## src/rtl/fifo_pkg.sv

```systemverilog
// Shared definitions for the async FIFO blocks and their read-side helpers.
package fifo_pkg;

  typedef enum logic [1:0] {
    StIdle  = 2'd0,
    StRun   = 2'd1,
    StFlush = 2'd2
  } rd_state_e;

endpackage

```

## src/rtl/skid_buf2.sv

```systemverilog
// Two-entry output FIFO; pops on valid & ready, push and pop may coincide.
module skid_buf2 #(
  parameter int unsigned DATA_WIDTH = 4
) (
  input  logic                  clk,
  input  logic                  rst_n,
  input  logic                  push,
  input  logic [DATA_WIDTH-1:0] push_data,
  input  logic                  ready,
  output logic                  valid,
  output logic [DATA_WIDTH-1:0] data,
  output logic [1:0]            count
);

  logic [DATA_WIDTH-1:0] mem_q [2];
  logic                  wr_ptr_q;
  logic                  rd_ptr_q;
  logic [1:0]            count_q;
  logic                  pop;

  assign valid = (count_q != 2'd0);
  assign data  = mem_q[rd_ptr_q];
  assign count = count_q;
  assign pop   = valid & ready;

  always_ff @(posedge clk or negedge rst_n) begin
    if (!rst_n) begin
      mem_q[0] <= '0;
      mem_q[1] <= '0;
      wr_ptr_q <= 1'b0;
      rd_ptr_q <= 1'b0;
      count_q  <= 2'd0;
    end else begin
      if (push) begin
        mem_q[wr_ptr_q] <= push_data;
        wr_ptr_q        <= ~wr_ptr_q;
      end
      if (pop) begin
        rd_ptr_q <= ~rd_ptr_q;
      end
      count_q <= count_q + {1'b0, push} - {1'b0, pop};
    end
  end

endmodule

```

## src/rtl/fifo_burst_reader.sv

```systemverilog
// Reads a requested number of words from a FIFO and streams them downstream
// through a two-entry skid buffer with valid/ready flow control.
module fifo_burst_reader
  import fifo_pkg::*;
#(
  parameter int unsigned DATA_WIDTH = 4,
  parameter int unsigned BURST_W    = 4
) (
  input  logic                  rd_clk,
  input  logic                  rd_rst_n,
  input  logic                  start,
  input  logic [BURST_W-1:0]    burst_len,
  output logic                  busy,
  output logic                  done,
  output logic                  rd_en,
  input  logic [DATA_WIDTH-1:0] rd_data,
  input  logic                  empty,
  output logic                  out_valid,
  input  logic                  out_ready,
  output logic [DATA_WIDTH-1:0] out_data
);

  rd_state_e          state_q, state_d;
  logic [BURST_W-1:0] len_q;
  logic [BURST_W-1:0] issued_q;
  logic               inflight_q;
  logic               done_q;
  logic [1:0]         occ;
  logic [1:0]         occ_net;
  logic               pop;
  logic               accept;
  logic               last_issue;
  logic               drained;

  // Occupancy is counted net of this cycle's pop so steady streaming keeps 1 word/cycle.
  assign pop        = out_valid & out_ready;
  assign occ_net    = occ - {1'b0, pop};
  assign drained    = !inflight_q && (occ_net == 2'd0);
  assign accept     = (state_q == StIdle) && start && (burst_len != '0);
  assign last_issue = rd_en && ((issued_q + BURST_W'(1)) == len_q);

  always_ff @(posedge rd_clk or negedge rd_rst_n) begin
    if (!rd_rst_n) begin
      state_q <= StIdle;
    end else begin
      state_q <= state_d;
    end
  end

  always_comb begin
    state_d = state_q;
    unique case (state_q)
      StIdle:  if (accept) state_d = StRun;
      StRun:   if (last_issue) state_d = StFlush;
      StFlush: if (drained) state_d = StIdle;
      default: state_d = StIdle;
    endcase
  end

  always_comb begin
    rd_en = (state_q == StRun) && !empty && (issued_q < len_q) &&
            (({1'b0, inflight_q} + occ_net) < 2'd2);
    busy  = (state_q != StIdle) || done_q;
    done  = done_q;
  end

  always_ff @(posedge rd_clk or negedge rd_rst_n) begin
    if (!rd_rst_n) begin
      len_q      <= '0;
      issued_q   <= '0;
      inflight_q <= 1'b0;
      done_q     <= 1'b0;
    end else begin
      inflight_q <= rd_en;
      done_q     <= ((state_q == StIdle) && start && (burst_len == '0)) ||
                    ((state_q == StFlush) && drained);
      if (accept) begin
        len_q    <= burst_len;
        issued_q <= '0;
      end else if (rd_en) begin
        issued_q <= issued_q + BURST_W'(1);
      end
    end
  end

  skid_buf2 #(
    .DATA_WIDTH(DATA_WIDTH)
  ) u_skid_buf2 (
    .clk      (rd_clk),
    .rst_n    (rd_rst_n),
    .push     (inflight_q),
    .push_data(rd_data),
    .ready    (out_ready),
    .valid    (out_valid),
    .data     (out_data),
    .count    (occ)
  );

endmodule

```

## config.mk

```make
export PLATFORM = sky130hd
export DESIGN_NAME = fifo_burst_reader
export DESIGN_NICKNAME = d
export VERILOG_FILES = /design/src/rtl/fifo_pkg.sv /design/src/rtl/skid_buf2.sv /design/src/rtl/fifo_burst_reader.sv
export SDC_FILE = /design/constraint.sdc
export NUM_CORES = 1
export LEC_CHECK = 0
export CORE_AREA = 2 2 66 68
export CTS_BUF_LIST = sky130_fd_sc_hd__clkbuf_8
export CTS_CLUSTER_DIAMETER = 80
export CTS_CLUSTER_SIZE = 24
export DETAILED_ROUTE_END_ITERATION = 10
export DIE_AREA = 0 0 68 70
export PLACE_DENSITY = 0.58
export SLEW_MARGIN = 0
export SYNTH_ARGS = -nofsm -noshare
export SYNTH_HDL_FRONTEND = slang
export SYNTH_SLANG_ARGS = --single-unit
```

## constraint.sdc

```tcl
create_clock -name rd_clk -period 5.8 [get_ports rd_clk]
set_input_delay 0.58 -clock rd_clk [delete_from_list [all_inputs] [get_ports rd_clk]]
set_output_delay 0.58 -clock rd_clk [all_outputs]
set_load 0.05 [all_outputs]
```

==> results of run 1 <==
-- where the power goes --
part           total [uW]  leakage [uW]  switching, uW  internal [uW]
registers             301      0.000293           58.1            243
logic                 504      0.000352            278            227
clock network         113     0.0000288           52.2           60.6
-- cells in the mapped netlist, drive strengths merged --
master / count
a21oi: 3
a22oi: 1
a32o: 1
and2: 1
and3: 2
clkbuf: 1
dfrtp: 24
ha: 7
inv: 7
mux2: 13
mux2i: 2
nand2: 7
nand2b: 1
nand3: 6
nor2: 4
nor2b: 2
nor3: 1
nor4: 1
o21a: 1
o21ai: 5
o31a: 1
o31ai: 1
or2: 1
or3: 1
or3b: 1
or4: 2
xnor2: 4
xor2: 4
xor3: 1
-- routing by layer --
layer,share of wire,vias to the layer above,wire length (um),global-route usage
li1,-,421,-,-
met1,0.43,412,1050,0.134
met2,0.51,24,1230,0.188
met3,0.051,5,123,0.0338
met4,0.0095,0,23,0.0267
met5,0,-,0,0
-- per-stage QoR --
stage | hold slack (ps) | instances
final | 500 | 181
after global routing | 522 | 181
after CTS | 502 | 181
after detailed placement | 485 | 177
after global placement | 479 | 177
after floorplan | 284 | 106
-- critical path, stage by stage --
cell	delay (ps)
clkdlybuf4s50_1	450
and2_1	150
ha_1	230
inv_1	70
ha_1	150
xor3_2	260
or4_4	520
nor2_1	250
clkdlybuf4s50_1	860
-- cells by family (layout without fill, tap and decap cells) --
group	after synthesis	after routing	synth area share
simple gates	30	30	0.135
flops	24	24	0.490
mux	15	15	0.136
compound gates	13	13	0.0663
xor+xnor	9	9	0.0775
buf+inv	8	31	0.0245
fa+ha+maj	7	7	0.0714
-- sequential cells by signal, summed over array words and instances, names as in the netlist --
| signal | flops |
|---|---|
| u_skid_buf2.rd_ptr_q | 1 |
| done | 1 |
| issued_q | 4 |
| u_skid_buf2.wr_ptr_q | 1 |
| inflight_q | 1 |
| state_q | 2 |
| u_skid_buf2.count | 2 |
| len_q | 4 |
| u_skid_buf2.mem_q | 8 |
-- area by class of cell --
cell class,count,area (sq um),share of cell area
multi-input combinational,74,596,0.386
tap,52,65.1,0.0422
timing repair buffer,20,200,0.130
inverter,7,26.3,0.0170
sequential,24,601,0.389
clock buffer,4,55.1,0.0357
-- worst max-delay path by stage --
stage,slack [ps],endpoint,start
after floorplan,2230,rd_en,u_skid_buf2.count[1]
after global placement,1730,rd_en,out_ready
after detailed placement,1650,rd_en,out_ready
after CTS,1640,rd_en,u_skid_buf2.count[1]
after global routing,1510,rd_en,u_skid_buf2.count[1]
final,1700,rd_en,out_ready
==> flow_summary.ini, run 1 <==
[sta]
layout_setup_ws_ps = 1700
drv_slew = 0
relSlewSlack = 0.279
finalHoldViolations = 0
fmax_mhz = 244
min_period_ps = 4100
rsz0062_at_grt = false
finalSetupViolations = 0
period_share = 0.707
fin_skew_ps = 1.04
tightest_slew_ps = 1080
finalSetupTns_ps = 0

[global_route]
grt_pass1_vias = 876
grt_usage = 0.110
grt_antenna_before_repair = 0
grt_max_degree = 25
grt_pass1_wl_mm = 3.97
grt_remaining_overflow = 0

[clocking]
cts_resized = 0
clock_path_buffers = 2
tritoncts = built
htree_levels = 1
insertion_delay_ps = 260
postCtsSetupRepairBufs = 0
root_buffer = clkbuf_8
clk_pin_slew_worst_paths_ps = 80
holdBufCountCts = 0
cts.sinks = 24
cts_buffers = 3

[logic_synthesis]
synth_cells = 106
syn_area_per_cell_sq_um = 11.6
yosysTopAreaCellShare = 0.490
synthTopCellsByArea = dfrtp_1 (49%), mux2_2 (12%), ha_1 (7.1%), xnor2_1 (2.9%), xor2_1 (2.9%)
ys_ff_latch = 24
synth_fp_nets = 126
synth_area_sq_mm = 0.00123
yosysTopAreaCell = dfrtp_1
yosysWarnings = 0
synth_cell_types = 30
yosysSeqAreaShare = 0.490

[placed_design]
port_buffers = 20
pre_cts_ws_ps = 1650
place.gp.congestion = 0.792
place_area_sq_mm = 0.00149
place_hpwl_mm = 1.91

[die]
initial_core_util = 0.296
ioPinCount = 21
rows = 24
die-area_sq_mm = 0.00476
fp.dieW_um = 68
core-area_sq_mm = 0.00414
die-height_um = 70

[detailed_routing]
totalWireLength_mm = 2.42
firstDrtPassIters = 4
drc = 0
ant_nets = 0
vias = 862
wl_per_cell_um = 13.4
first_iter_violations = 56
via_per_inst = 4.76

[worst_setup_path]
r2r_cells = 9
startpoint_type = input port
ff2ff_setup_slack_ps = 3160
cp-end-kind = output pin
crit_fanout = 4
worst-setup-path-type = input port to output pin
reg2reg_to = state_q[0]
r2r-start = u_skid_buf2.count[1]
critPathArrivalTime_ps = 3520
required_ps = 5220

[min_path]
hold_path_class = register to register
whs_endpoint = u_skid_buf2.wr_ptr_q
min_from = u_skid_buf2.wr_ptr_q
hold_depth = 1

[layout]
antennaDiodeCount = 0
fill_cells = 402
drive_above_1_share = 0.171
final_common_cell = dfrtp_1
synthToLayoutAreaGrowth_pct = 25.8
stdcell_area_sq_mm = 0.00154
utilization = 0.372
nets = 150
most-common-layout-cells = dfrtp_1 (24), clkdlybuf4s50_1 (20), mux2_2 (13)

[power_and_ir_drop]
totalPowerFinal_uw = 918
p_leak_uw = 0.000674
irDropWorstVdd_uv = 133
power.density_mw_per_mm2 = 595

[run]
drv_cap = 0

[outcome]
status = complete, no violations
(Power assumes the default switching activity.)
==> run 2, diff against run 1 <==
- clock period: 5.8 -> 3.8 ns (I/O delays scaled with it)
==> run 2 against run 1 <==
Setup slack got worse by 1200 ps. Sequential share of layout area is 0.41 points higher. Largest power group unchanged. Critical path depth did not move. Count of clock-buffer cells in the layout down 1. Critical path type is now register to output pin. Global-route usage about the same.
==> flow_summary.ini, run 2 (synthesized netlist as in run 1, its figures left out) <==
[outcome]
status = complete, no violations

[worst_setup_path]
reg2reg_to = state_q[0]
required_ps = 3420
critPathArrivalTime_ps = 2930
cp-end-kind = output pin
ff2ff_setup_slack_ps = 1130
crit_fanout = 4
r2r_cells = 9
worst-setup-path-type = register to output pin
startpoint_type = register
r2r-start = u_skid_buf2.count[1]

[min_path]
whs_endpoint = u_skid_buf2.wr_ptr_q
hold_depth = 1
min_from = u_skid_buf2.wr_ptr_q
hold_path_class = register to register

[sta]
fin_skew_ps = 1.13
min_period_ps = 3310
period_share = 0.872
finalSetupTns_ps = 0
layout_setup_ws_ps = 488
tightest_slew_ps = 1070
finalHoldViolations = 0
rsz0062_at_grt = false
relSlewSlack = 0.286
drv_slew = 0
fmax_mhz = 302
finalSetupViolations = 0

[layout]
top_register = u_skid_buf2.mem_q
drive_above_1_share = 0.172
regArea_sq_um = 601
largest_registers = u_skid_buf2.mem_q (8), issued_q (4), len_q (4)
antennaDiodeCount = 0
fill_cells = 400
final_common_cell = dfrtp_1
multiInputGateArea_sq_um = 596
utilization = 0.368
nets = 150
largest_reg_flops = 8
synthToLayoutAreaGrowth_pct = 24.5
most-common-layout-cells = dfrtp_1 (24), clkdlybuf4s50_1 (19), mux2_2 (13)

[power_and_ir_drop]
irDropWorstVdd_uv = 181
power.switching_uw = 590
p_leak_uw = 0.000669
power.density_mw_per_mm2 = 900
totalPowerFinal_uw = 1370
swShare = 0.430
power_frac_seq = 0.336
intPower_uw = 784
clkPwrFrac = 0.106
comb_power_share = 0.558

[die]
initial_core_util = 0.296
die-area_sq_mm = 0.00476
rows = 24
die-height_um = 70
fp.dieW_um = 68
core-area_sq_mm = 0.00414
ioPinCount = 21

[global_route]
grt_pass1_wl_mm = 4.02
grt_pass1_vias = 913
grt_remaining_overflow = 0
grt_max_degree = 25
grt_antenna_before_repair = 0
grt_usage = 0.110

[detailed_routing]
first_iter_violations = 55
wl_per_cell_um = 13.4
via_per_inst = 4.70
firstDrtPassIters = 4
ant_nets = 0
drc = 0
vias = 846
totalWireLength_mm = 2.42

[clocking]
cts_buffers = 3
clock_path_buffers = 2
postCtsSetupRepairBufs = 0
cts_resized = 0
cts.sinks = 24
holdBufCountCts = 0
root_buffer = clkbuf_8
htree_levels = 1
insertion_delay_ps = 260
tritoncts = built
clk_pin_slew_worst_paths_ps = 80

[placed_design]
pre_cts_ws_ps = 619
place_hpwl_mm = 1.94
port_buffers = 20
place.gp.congestion = 0.794

[run]
drv_cap = 0
==> run 2: cell types whose count changed in the layout (fill, tap and decap cells not counted), sizes merged <==
cell | before | now
buf | 0 | 1
clkbuf | 4 | 3
clkdlybuf4s50 | 20 | 19
==> run 2: area by class of cell <==
class                      instances  area share
timing repair buffer              20       0.130
clock buffer                       3      0.0270
multi-input combinational         74       0.390
inverter                           7      0.0172
sequential                        24       0.393
tap                               52      0.0426
==> run 2: worst max-delay path by stage <==
stage / startpoint / to / cells past startpoint
2_1_floorplan: u_skid_buf2.count[1] / rd_en / 8
3_3_place_gp: out_ready / rd_en / 9
3_5_place_dp: out_ready / rd_en / 9
4_1_cts: u_skid_buf2.count[1] / rd_en / 9
5_1_grt: u_skid_buf2.count[1] / rd_en / 9
6_report: u_skid_buf2.count[1] / rd_en / 9
==> run 2: layer usage <==
metal  global-route usage  wire length, um  up-vias  share of wire
met5                    0                0        -              0
met4               0.0444               61        0          0.025
met3               0.0193               81        6          0.034
met2                0.194             1230       17           0.51
met1                0.128             1040      405           0.43
li1                     -                -      418              -
==> run 2: power by group through the flow <==
stage	clock [uW]	sequential (uW)	combinational, uW
finish	146	461	767
global route	163	480	840
CTS	153	463	778
detailed placement	0	470	770
global placement	0	460	752
floorplan	0	440	587
==> run 2: critical path, stage by stage, from the launching register on <==
cell and delay [ps]:
dfrtp_1 400, or2_2 280, and2_1 180, ha_1 270, inv_1 70, ha_1 150, xor3_2 270, or4_4 520
nor2_1 260, buf_4 260
==> run 2: per-stage QoR <==
step           std cells  area [sq um]  hold WS (ps)
3_3_place_gp         177          1490           479
6_report             180          1530           495
5_1_grt              180          1530           517
3_5_place_dp         177          1490           482
2_1_floorplan        106          1230          84.4
4_1_cts              180          1530           497
==> run 3, diff against run 2 <==
- CAP_MARGIN: not set -> 20
==> run 3 against run 2 <==
Total power grew 0.27%. Setup slack lost 1.9 ps. Sequential cell count is the same. Final area grew 1.8%. First-iteration DRC count shrank 9.1%. Sequential power is essentially flat. Via count grew 1.1%. Clock skew is essentially flat. Combinational power is essentially flat. Largest cell class unchanged. Highest routed layer unchanged.
==> flow_summary.ini, run 3 (synthesized netlist as in run 1, its figures left out) <==
[clocking]
cts.sinks = 24
clock_path_buffers = 2
cts_buffers = 3
root_buffer = clkbuf_8
clk_pin_slew_worst_paths_ps = 80
postCtsSetupRepairBufs = 0
cts_resized = 0
tritoncts = built
holdBufCountCts = 0
insertion_delay_ps = 260
htree_levels = 1

[worst_setup_path]
crit_family = simple AND/OR/NAND/NOR gates
crit_top_cell = ha_1
crit_fanout = 4
critPathArrivalTime_ps = 2930
required_ps = 3420
cp-end-kind = output pin
critPathBufInv = 2
worst-setup-path-type = register to output pin
path_cells = or2_2 > and2_1 > ha_1 > inv_1 > ha_1 > xor3_2 > or4_4 > nor2_1 > buf_4
startpoint_type = register
cp_slowest_cell = or4_4
max_stage_delay_ps = 520

[sta]
tightest_slew_ps = 530
period_share = 0.872
relSlewSlack = 0.643
fin_skew_ps = 1.01
min_period_ps = 3310
rsz0062_at_grt = false
fmax_mhz = 302
finalSetupTns_ps = 0
finalSetupViolations = 0
drv_slew = 0
finalHoldViolations = 0
layout_setup_ws_ps = 486

[detailed_routing]
totalWireLength_mm = 2.42
drc = 0
ant_nets = 0
wl_per_cell_um = 13.4
via_per_inst = 4.72
first_iter_violations = 50
vias = 855
firstDrtPassIters = 4

[layout]
antennaDiodeCount = 0
synthToLayoutAreaGrowth_pct = 26.7
most-common-layout-cells = dfrtp_1 (24), clkdlybuf4s50_1 (19), mux2_2 (13)
nets = 151
largest_registers = u_skid_buf2.mem_q (8), issued_q (4), len_q (4)
largest_reg_flops = 8
top_register = u_skid_buf2.mem_q
final_common_cell = dfrtp_1
drive_above_1_share = 0.178

[min_path]
hold_path_class = input port to async pin

[placed_design]
port_buffers = 20
pre_cts_ws_ps = 619
place_hpwl_mm = 1.94
place.gp.congestion = 0.794

[power_and_ir_drop]
power.density_mw_per_mm2 = 887
p_leak_uw = 0.000681
irDropWorstVdd_uv = 181

[outcome]
status = complete, no violations

[global_route]
gr-usage-met3 = 0.0193
met1_usage = 0.128
grt_pass1_wl_mm = 4.02
grt_pass1_vias = 913
grt_remaining_overflow = 0
grt_busiest_layer = met2
grt_max_degree = 25
grt_use_met2 = 0.194
grt_usage = 0.110
grt_antenna_before_repair = 0

[die]
rows = 24
initial_core_util = 0.296
ioPinCount = 21
core-area_sq_mm = 0.00414
die-area_sq_mm = 0.00476
fp.dieW_um = 68
die-height_um = 70

[run]
drv_cap = 0
[run 3: cell count changes in the layout (fill, tap and decap cells not counted)]
cell,before,now
buf_16,0,1
[run 3: layer usage]
metal	routed length [um]	share of wire
met4	61	0.025
met1	1050	0.43
met3	83	0.034
met5	0	0
met2	1230	0.51
[run 3: report_power, final]
group | switching, uW | internal, uW
registers | 90.5 | 371
clock network | 75.6 | 70.8
logic | 425 | 345
[run 3: path summary, 6_finish.rpt]
| path | start | endpoint | slack, ps | cells after the start |
|---|---|---|---|---|
| max | u_skid_buf2.count[1] | rd_en | 490 | 9 |
| min | rd_rst_n | len_q[3] | 420 | 1 |
| max reg2reg | u_skid_buf2.count[1] | state_q[0] | 1120 | 9 |
| min reg2reg | u_skid_buf2.wr_ptr_q | u_skid_buf2.wr_ptr_q | 500 | 1 |
| max in group asynchronous | rd_rst_n | u_skid_buf2.mem_q[0] | 2960 | 2 |
| min in group rd_clk | u_skid_buf2.wr_ptr_q | u_skid_buf2.wr_ptr_q | 500 | 1 |
[run 3: area by class of cell]
class,instances,area (sq um)
clock buffer,3,41.3
timing repair buffer,21,225
inverter,7,26.3
tap,52,65.1
sequential,24,601
multi-input combinational,74,596
fill,398,2590
[run 3: per-stage QoR]
stage / cell area (sq um) / utilization / total power (uW) / hold WS, ps / cells
after floorplan: 1230 / - / 1030 / 84.4 / 106
after global placement: 1490 / 0.358 / 1210 / 479 / 177
after detailed placement: 1490 / 0.358 / 1240 / 482 / 177
after CTS: 1530 / 0.368 / 1390 / 497 / 180
after global routing: 1550 / 0.375 / 1490 / 425 / 181
final: 1550 / 0.375 / 1380 / 416 / 181
